### src/rtl/bus_arbiter_pkg.sv
// bus_arbiter_pkg: shared types for the fetch/data bus arbiter
package bus_arbiter_pkg;
   typedef enum logic [1:0] {ARB_IDLE, ARB_DATA, ARB_INST} arb_state_t;
   typedef logic [3:0]  bus_sel_t;
   typedef logic [31:0] reg_t;
   typedef logic [31:0] inst_addr_t;
   localparam bus_sel_t SEL_ALL = 4'b1111;
endpackage

### src/rtl/bus_arbiter_if.sv
// bus_arbiter_if: fetch port, data port and external bus signals of the arbiter
interface bus_arbiter_if;
   import bus_arbiter_pkg::*;
   logic       if_ce;
   inst_addr_t if_addr;
   reg_t       if_rdata;
   logic       if_ready;
   logic       dm_ce;
   logic       dm_we;
   bus_sel_t   dm_sel;
   reg_t       dm_addr;
   reg_t       dm_wdata;
   reg_t       dm_rdata;
   logic       dm_ready;
   logic       bus_req;
   logic       bus_we;
   bus_sel_t   bus_sel;
   reg_t       bus_addr;
   reg_t       bus_wdata;
   reg_t       bus_rdata;
   logic       bus_ack;
   logic       stallreq;
   logic       err;
   modport master (
      input  if_ce, if_addr, dm_ce, dm_we, dm_sel, dm_addr, dm_wdata, bus_rdata, bus_ack,
      output if_rdata, if_ready, dm_rdata, dm_ready, bus_req, bus_we, bus_sel, bus_addr,
             bus_wdata, stallreq, err
   );
   modport slave (
      output if_ce, if_addr, dm_ce, dm_we, dm_sel, dm_addr, dm_wdata, bus_rdata, bus_ack,
      input  if_rdata, if_ready, dm_rdata, dm_ready, bus_req, bus_we, bus_sel, bus_addr,
             bus_wdata, stallreq, err
   );
endinterface

### src/rtl/bus_arbiter_watchdog.sv
// bus_arbiter_watchdog: saturating wait counter that flags a missing bus ack
module bus_arbiter_watchdog #(
   parameter int TIMEOUT = 16,
   parameter int CNT_W   = 5
) (
   input  logic clk,
   input  logic rst,
   input  logic clr,
   input  logic run,
   output logic expired
);
   logic [CNT_W-1:0] cnt;
   // fires in the cycle whose increment would reach TIMEOUT, so the access completes on that edge
   assign expired = (TIMEOUT != 0) && run && (int'(cnt) >= TIMEOUT - 1);
   always_ff @(posedge clk)
      if (rst || clr) cnt <= '0;
      else if (run && int'(cnt) < TIMEOUT) cnt <= cnt + 1'b1;
endmodule

### src/rtl/bus_arbiter.sv
// bus_arbiter: shares one SRAM-like bus between instruction fetch and data access, data first
module bus_arbiter
   import bus_arbiter_pkg::*;
#(
   parameter int TIMEOUT = 16,
   parameter int CNT_W   = 5
) (
   input logic           clk,
   input logic           rst,
   bus_arbiter_if.master bus
);
   arb_state_t state;
   logic if_done, dm_done, busy, ack, expired, grant_dm, grant_if;
   assign busy         = state != ARB_IDLE;
   assign ack          = busy && bus.bus_ack;
   assign bus.stallreq = (bus.dm_ce & ~dm_done) | (bus.if_ce & ~if_done);
   assign bus.if_ready = if_done;
   assign bus.dm_ready = dm_done;
   assign grant_dm     = state == ARB_IDLE && bus.dm_ce && !dm_done;
   assign grant_if     = state == ARB_IDLE && !grant_dm && bus.if_ce && !if_done;
   bus_arbiter_watchdog #(.TIMEOUT(TIMEOUT), .CNT_W(CNT_W)) u_watchdog (
      .clk(clk),
      .rst(rst),
      .clr(grant_dm || grant_if),
      .run(busy && !bus.bus_ack),
      .expired(expired)
   );
   always_ff @(posedge clk) begin
      if (rst) begin
         state         <= ARB_IDLE;
         if_done       <= 1'b0;
         dm_done       <= 1'b0;
         bus.bus_req   <= 1'b0;
         bus.bus_we    <= 1'b0;
         bus.bus_sel   <= '0;
         bus.bus_addr  <= '0;
         bus.bus_wdata <= '0;
         bus.if_rdata  <= '0;
         bus.dm_rdata  <= '0;
         bus.err       <= 1'b0;
      end else begin
         if (!bus.stallreq) begin
            if_done <= 1'b0;
            dm_done <= 1'b0;
         end
         if (grant_dm || grant_if) begin
            state         <= grant_dm ? ARB_DATA : ARB_INST;
            bus.bus_req   <= 1'b1;
            bus.bus_we    <= grant_dm && bus.dm_we;
            bus.bus_sel   <= grant_dm ? bus.dm_sel : SEL_ALL;
            bus.bus_addr  <= grant_dm ? bus.dm_addr : bus.if_addr;
            bus.bus_wdata <= grant_dm ? bus.dm_wdata : '0;
         end
         // a requester that dropped ce mid-access gets no result
         if (ack || expired) begin
            state       <= ARB_IDLE;
            bus.bus_req <= 1'b0;
            if (expired) bus.err <= 1'b1;
            if (state == ARB_DATA && bus.dm_ce) begin
               dm_done      <= 1'b1;
               bus.dm_rdata <= (ack && !bus.bus_we) ? bus.bus_rdata : '0;
            end
            if (state == ARB_INST && bus.if_ce) begin
               if_done      <= 1'b1;
               bus.if_rdata <= ack ? bus.bus_rdata : '0;
            end
         end
      end
   end
endmodule

### src/flat_wrapper.sv
// flat-port wrapper written by rule: the top's interface ports become plain ports
module bus_arbiter_flat import bus_arbiter_pkg::*;
#(
   parameter int TIMEOUT = 16,
   parameter int CNT_W   = 5
)
  (clk, rst, bus_if_ce, bus_if_addr, bus_dm_ce, bus_dm_we, bus_dm_sel, bus_dm_addr, bus_dm_wdata, bus_bus_rdata, bus_bus_ack, bus_if_rdata, bus_if_ready, bus_dm_rdata, bus_dm_ready, bus_bus_req, bus_bus_we, bus_bus_sel, bus_bus_addr, bus_bus_wdata, bus_stallreq, bus_err);
  bus_arbiter_if bus_i ();
  input logic clk;
  input logic rst;
  input wire logic [$bits(bus_i.if_ce)-1:0] bus_if_ce;
  input wire logic [$bits(bus_i.if_addr)-1:0] bus_if_addr;
  input wire logic [$bits(bus_i.dm_ce)-1:0] bus_dm_ce;
  input wire logic [$bits(bus_i.dm_we)-1:0] bus_dm_we;
  input wire logic [$bits(bus_i.dm_sel)-1:0] bus_dm_sel;
  input wire logic [$bits(bus_i.dm_addr)-1:0] bus_dm_addr;
  input wire logic [$bits(bus_i.dm_wdata)-1:0] bus_dm_wdata;
  input wire logic [$bits(bus_i.bus_rdata)-1:0] bus_bus_rdata;
  input wire logic [$bits(bus_i.bus_ack)-1:0] bus_bus_ack;
  output wire logic [$bits(bus_i.if_rdata)-1:0] bus_if_rdata;
  output wire logic [$bits(bus_i.if_ready)-1:0] bus_if_ready;
  output wire logic [$bits(bus_i.dm_rdata)-1:0] bus_dm_rdata;
  output wire logic [$bits(bus_i.dm_ready)-1:0] bus_dm_ready;
  output wire logic [$bits(bus_i.bus_req)-1:0] bus_bus_req;
  output wire logic [$bits(bus_i.bus_we)-1:0] bus_bus_we;
  output wire logic [$bits(bus_i.bus_sel)-1:0] bus_bus_sel;
  output wire logic [$bits(bus_i.bus_addr)-1:0] bus_bus_addr;
  output wire logic [$bits(bus_i.bus_wdata)-1:0] bus_bus_wdata;
  output wire logic [$bits(bus_i.stallreq)-1:0] bus_stallreq;
  output wire logic [$bits(bus_i.err)-1:0] bus_err;
  assign bus_i.if_ce = bus_if_ce;
  assign bus_i.if_addr = bus_if_addr;
  assign bus_i.dm_ce = bus_dm_ce;
  assign bus_i.dm_we = bus_dm_we;
  assign bus_i.dm_sel = bus_dm_sel;
  assign bus_i.dm_addr = bus_dm_addr;
  assign bus_i.dm_wdata = bus_dm_wdata;
  assign bus_i.bus_rdata = bus_bus_rdata;
  assign bus_i.bus_ack = bus_bus_ack;
  assign bus_if_rdata = bus_i.if_rdata;
  assign bus_if_ready = bus_i.if_ready;
  assign bus_dm_rdata = bus_i.dm_rdata;
  assign bus_dm_ready = bus_i.dm_ready;
  assign bus_bus_req = bus_i.bus_req;
  assign bus_bus_we = bus_i.bus_we;
  assign bus_bus_sel = bus_i.bus_sel;
  assign bus_bus_addr = bus_i.bus_addr;
  assign bus_bus_wdata = bus_i.bus_wdata;
  assign bus_stallreq = bus_i.stallreq;
  assign bus_err = bus_i.err;
  bus_arbiter #(.TIMEOUT(TIMEOUT), .CNT_W(CNT_W)) u_core (.clk(clk), .rst(rst), .bus(bus_i));
endmodule
### config.mk
export PLATFORM = sky130hd
export DESIGN_NAME = bus_arbiter_flat
export DESIGN_NICKNAME = d
export VERILOG_FILES = /design/src/rtl/bus_arbiter_pkg.sv /design/src/rtl/bus_arbiter_if.sv /design/src/rtl/bus_arbiter_watchdog.sv /design/src/rtl/bus_arbiter.sv /design/src/flat_wrapper.sv
export SDC_FILE = /design/constraint.sdc
export NUM_CORES = 1
export LEC_CHECK = 0
export CORE_ASPECT_RATIO = 1.2
export CORE_MARGIN = 2
export CORE_UTILIZATION = 35
export CTS_CLUSTER_SIZE = 8
export DETAILED_ROUTE_END_ITERATION = 6
export GPL_TIMING_DRIVEN = 1
export HOLD_SLACK_MARGIN = 0.08
export PLACE_DENSITY_LB_ADDON = 0.3
export SYNTH_ARGS = -nofsm -noshare
export SYNTH_HDL_FRONTEND = slang
export SYNTH_SLANG_ARGS = --single-unit
### constraint.sdc
create_clock -name clk -period 2.7 [get_ports clk]
set_input_delay 0.27 -clock clk [delete_from_list [all_inputs] [get_ports clk]]
set_output_delay 0.27 -clock clk [all_outputs]
set_load 0.02 [all_outputs]
==> implementation parameters <==
Parameter                              Value

Worst setup path
  Minimum setup slack among reg-to-reg paths ... 0.66 ns
  Arrival time of the worst setup path ... 2.39 ns
  Crit Path Max Fanout ... 33
  Setup Crit Path Kind ... reg -> reg
  Critical Path RT ... 3.05 ns
  Sort of element at the end of the critical path ... flip-flop
  Element type at the critical path start ... flip-flop

Logic synthesis
  Flip-flop cell with the highest count after synthesis ... sky130_fd_sc_hd__dfxtp_1
  Area leader, netlist ... sky130_fd_sc_hd__dfxtp_1
  Number of warnings reported in the yosys synthesis log ... 0
  Mux contribution to synthesized area ... 0.00185
  Combinational family with the most area after synthesis ... simple AND/OR/NAND/NOR gates
  Instance count of the mapped netlist ... 617
  Xor/xnor share of the synthesized area ... 0.00486
  Number of flops mapped to enable cells by yosys ... 0
  Synth Area in Compound Gates ... 0.185
  Number of register bits inferred by synthesis ... 144
  Average size of a mapped cell ... 8.76 um2
  Part of the Yosys area used for sequential elements ... 0.533
  Top-area cell type share of the netlist area ... 0.533
  Number of distinct library cells after synthesis ... 33
  Area of the mapped netlist ... 0.00541 mm2
  Post-Synth Simple-Gate Area ... 0.224
  Post-Synthesis Net Count ... 757
  Share of flip-flops with an asynchronous set or reset after synthesis ... 0
  Cell types with the largest area share after synthesis ... sky130_fd_sc_hd__dfxtp_1 (53%), sky130_fd_sc_hd__a22oi_1 (9.0%), sky130_fd_sc_hd__nor2_1 (7.8%), sky130_fd_sc_hd__a311oi_1 (5.2%), sky130_fd_sc_hd__nand2_1 (4.7%)
  Adder and majority cell fraction of the synthesized area ... 0.00463

Die
  Core Area ... 0.0151 mm2
  Num ports ... 276
  Number of core rows ... 49
  Area enclosed by the die boundary ... 0.0165 mm2
  Die H ... 140 um
  Overall die width ... 117 um
  Effective utilization at floorplan ... 0.359

Clock tree
  Clock tree from TritonCTS ... built
  Gates resized, CTS repair ... 0
  Number of hold buffers added after cts ... 0
  Number of sinks handled by clock tree synthesis ... 144
  Buffer levels on the longest clock path ... 2
  Root buffer selected by CTS ... sky130_fd_sc_hd__clkbuf_16
  Post-CTS setup buffer count ... 0
  Clock transition at the register clock pins on the worst setup and hold paths after CTS ... 0.06 ns
  Inserted Clock Buffers ... 17
  Total number of H-tree levels ... 4
  Clock latency of the later-clocked register in the worst-skew pair ... 0.41 ns

Placed design
  Cell total after placement ... 1053
  Pre-CTS WS ... 0.640 ns
  Estimated wirelength of the detail-placed design ... 11500 um
  Routability cong. ... 0.750
  # port buffers ... 275

Drt
  Highest routed layer ... met5
  Count of unresolved DRC violations after routing ... 0
  Total Wirelength ... 17200 um
  Remaining antenna violation count ... 0
  Met3 WL post-DR ... 1320 um
  Vias after detailed routing ... 5367
  DR WL/cell ... 15.9 um
  Length of routed met2 wiring ... 8460 um
  DRT Pass-1 Iters ... 4
  Average via count per standard cell ... 4.95
  Met1 routed wirelength after detailed routing ... 7270 um
  Starting DRT DRC Count ... 286

Hold path
  Type of the tightest min-delay check ... in -> reg

Timing
  Number of pins exceeding their max-slew limit in the final report ... 0
  Slew at the pin closest to its max-slew limit ... 0.617 ns
  Final setup violation count ... 0
  Final min period ... 2.04 ns
  Setup TNS ... 0 ns
  Smallest setup slack after layout ... 0.659 ns
  Hold violation total from the final report ... 0
  Unrepaired setup endpoints after global routing ... false
  Period utilisation layout ... 0.756
  Worst relative slew slack ... 0.589
  Maximum operating frequency ... 490 MHz
  Clock skew after layout ... 0.0101 ns

Global route
  Total congestion overflow after global routing ... 0
  Wire length of the first global-routing pass ... 27800 um
  Initial antenna violation count ... 1
  Number of global-route vias before repair ... 5271
  GRT Overall Usage ... 0.208
  Maximum number of pins on one net before global-route repair ... 73

Final layout
  Share of cells above drive strength 1 ... 0.0568
  Total Nets Final ... 1008
  Layout overhead on the synthesized area ... 64.6%
  Antenna cell count ... 0
  Layout Cells excl Fill ... 1085

Job
  Max_cap viols ... 0

Power and ir drop
  Power per cell area ... 628 mW/mm2
  Maximum VDD drop ... 334 uV
  Total power ... 5.59 mW
  Standby leakage power ... 3.23 nW

Outcome
  Outcome ... finished clean
final cells by class:
cell class,count,area [um2]
Multi-Input combinational cell,417,2320
Tap cell,204,255
Clock buffer,20,437
Inverter,2,7.51
Timing Repair Buffer,286,2870
Clock inverter,12,134
Sequential cell,144,2880
Fill cell,1405,6180
layer usage:
metal  vias up  global-route usage
met5         -                   0
met4         2              0.0577
met3        12              0.0713
met2       206               0.358
met1      2489               0.248
li1       2658                   -
synthesized netlist by cell type, types with 3 or more instances:
library cell	instances
sky130_fd_sc_hd__nor2_1	112
sky130_fd_sc_hd__o21ai_0	29
sky130_fd_sc_hd__nand2_1	68
sky130_fd_sc_hd__a311oi_1	32
sky130_fd_sc_hd__dfxtp_1	144
sky130_fd_sc_hd__clkbuf_1	25
sky130_fd_sc_hd__nand2b_1	34
sky130_fd_sc_hd__nor3_1	12
sky130_fd_sc_hd__a21oi_1	4
sky130_fd_sc_hd__buf_4	3
sky130_fd_sc_hd__a22oi_1	65
sky130_fd_sc_hd__buf_2	23
sky130_fd_sc_hd__nand3_1	34
sky130_fd_sc_hd__o21ai_1	4
sky130_fd_sc_hd__xnor2_1	3
critical path: stages (launching register included):
cell and delay (ns):
sky130_fd_sc_hd__dfxtp_1 0.34, sky130_fd_sc_hd__ha_1 0.21, sky130_fd_sc_hd__and3_1 0.18, sky130_fd_sc_hd__ha_1 0.20
sky130_fd_sc_hd__nor3_2 0.29, sky130_fd_sc_hd__a21o_1 0.17, sky130_fd_sc_hd__buf_4 0.33, sky130_fd_sc_hd__a22oi_1 0.11
sky130_fd_sc_hd__nor2_1 0.12
layout by cell type (no fill, tap or decap), types with 2 or more instances in the layout:
cell,synthesis,routed
sky130_fd_sc_hd__inv_6,0,2
sky130_fd_sc_hd__clkbuf_1,25,3
sky130_fd_sc_hd__o21ai_1,4,3
sky130_fd_sc_hd__buf_4,3,9
sky130_fd_sc_hd__clkinvlp_4,0,2
sky130_fd_sc_hd__nand3_1,34,34
sky130_fd_sc_hd__clkdlybuf4s50_1,0,274
sky130_fd_sc_hd__o21a_1,2,2
sky130_fd_sc_hd__a21oi_1,4,4
sky130_fd_sc_hd__nor2_1,112,111
sky130_fd_sc_hd__bufinv_16,0,2
sky130_fd_sc_hd__xnor2_1,3,3
sky130_fd_sc_hd__a22oi_1,65,65
sky130_fd_sc_hd__nor3_1,12,12
sky130_fd_sc_hd__clkinv_2,0,3
sky130_fd_sc_hd__nand2_1,68,68
sky130_fd_sc_hd__clkbuf_16,0,17
sky130_fd_sc_hd__a311oi_1,32,32
sky130_fd_sc_hd__inv_1,2,2
sky130_fd_sc_hd__ha_1,2,2
sky130_fd_sc_hd__buf_12,0,3
sky130_fd_sc_hd__nand2b_1,34,34
sky130_fd_sc_hd__o21ai_0,29,29
sky130_fd_sc_hd__clkinv_4,0,3
sky130_fd_sc_hd__dfxtp_1,144,144
sequential cells by signal, indices dropped and copies added, names as in the netlist, 2 cells and up:
signal,flops
u_core.bus.bus_addr,32
u_core.bus.bus_wdata,32
u_core.bus.dm_rdata,32
u_core.bus.if_rdata,32
u_core.u_watchdog.cnt,5
u_core.bus.bus_sel,4
u_core.state,2
power by group:
group / switching [mW] / leakage (nW) / internal (mW)
Combinational: 0.491 / 1.78 / 0.500
Sequential: 0.0671 / 1.17 / 2.24
Clock: 0.921 / 0.275 / 1.37
metrics by stage:
stage	utilization	hold slack (ns)	cell area (um2)
2_1_floorplan	-	0.400	5410
3_3_place_gp	0.553	0.452	8330
3_5_place_dp	0.553	0.455	8330
4_1_cts	0.590	0.343	8900
5_1_grt	0.590	0.370	8900
6_report	0.590	0.340	8900
cells by family (layout without fill, tap and decap cells):
kind of cell             Yosys count  in the layout
flip-flops                       144            144
XOR/XNOR                           3              3
AND/OR/NAND/NOR                  271            271
adder cells (fa/ha/maj)            2              2
multiplexers                       1              1
buffers and inverters             56            320
AO/OA/AOI/OAI                    140            140
final timing paths:
kind / from / end / depth (start not counted)
hold / removal: rst / u_core.bus.if_rdata[2]$_SDFFE_PP0P_ / 2
setup reg to reg: u_core.u_watchdog.cnt[0]$_SDFFE_PP0P_ / u_core.bus.if_rdata[3]$_SDFFE_PP0P_ / 8
hold reg to reg: u_core.bus.dm_rdata[27]$_SDFFE_PP0P_ / u_core.bus.dm_rdata[27]$_SDFFE_PP0P_ / 2
setup / recovery: u_core.u_watchdog.cnt[0]$_SDFFE_PP0P_ / u_core.bus.if_rdata[3]$_SDFFE_PP0P_ / 8
Note: power is estimated with default switching activity, not from simulation.
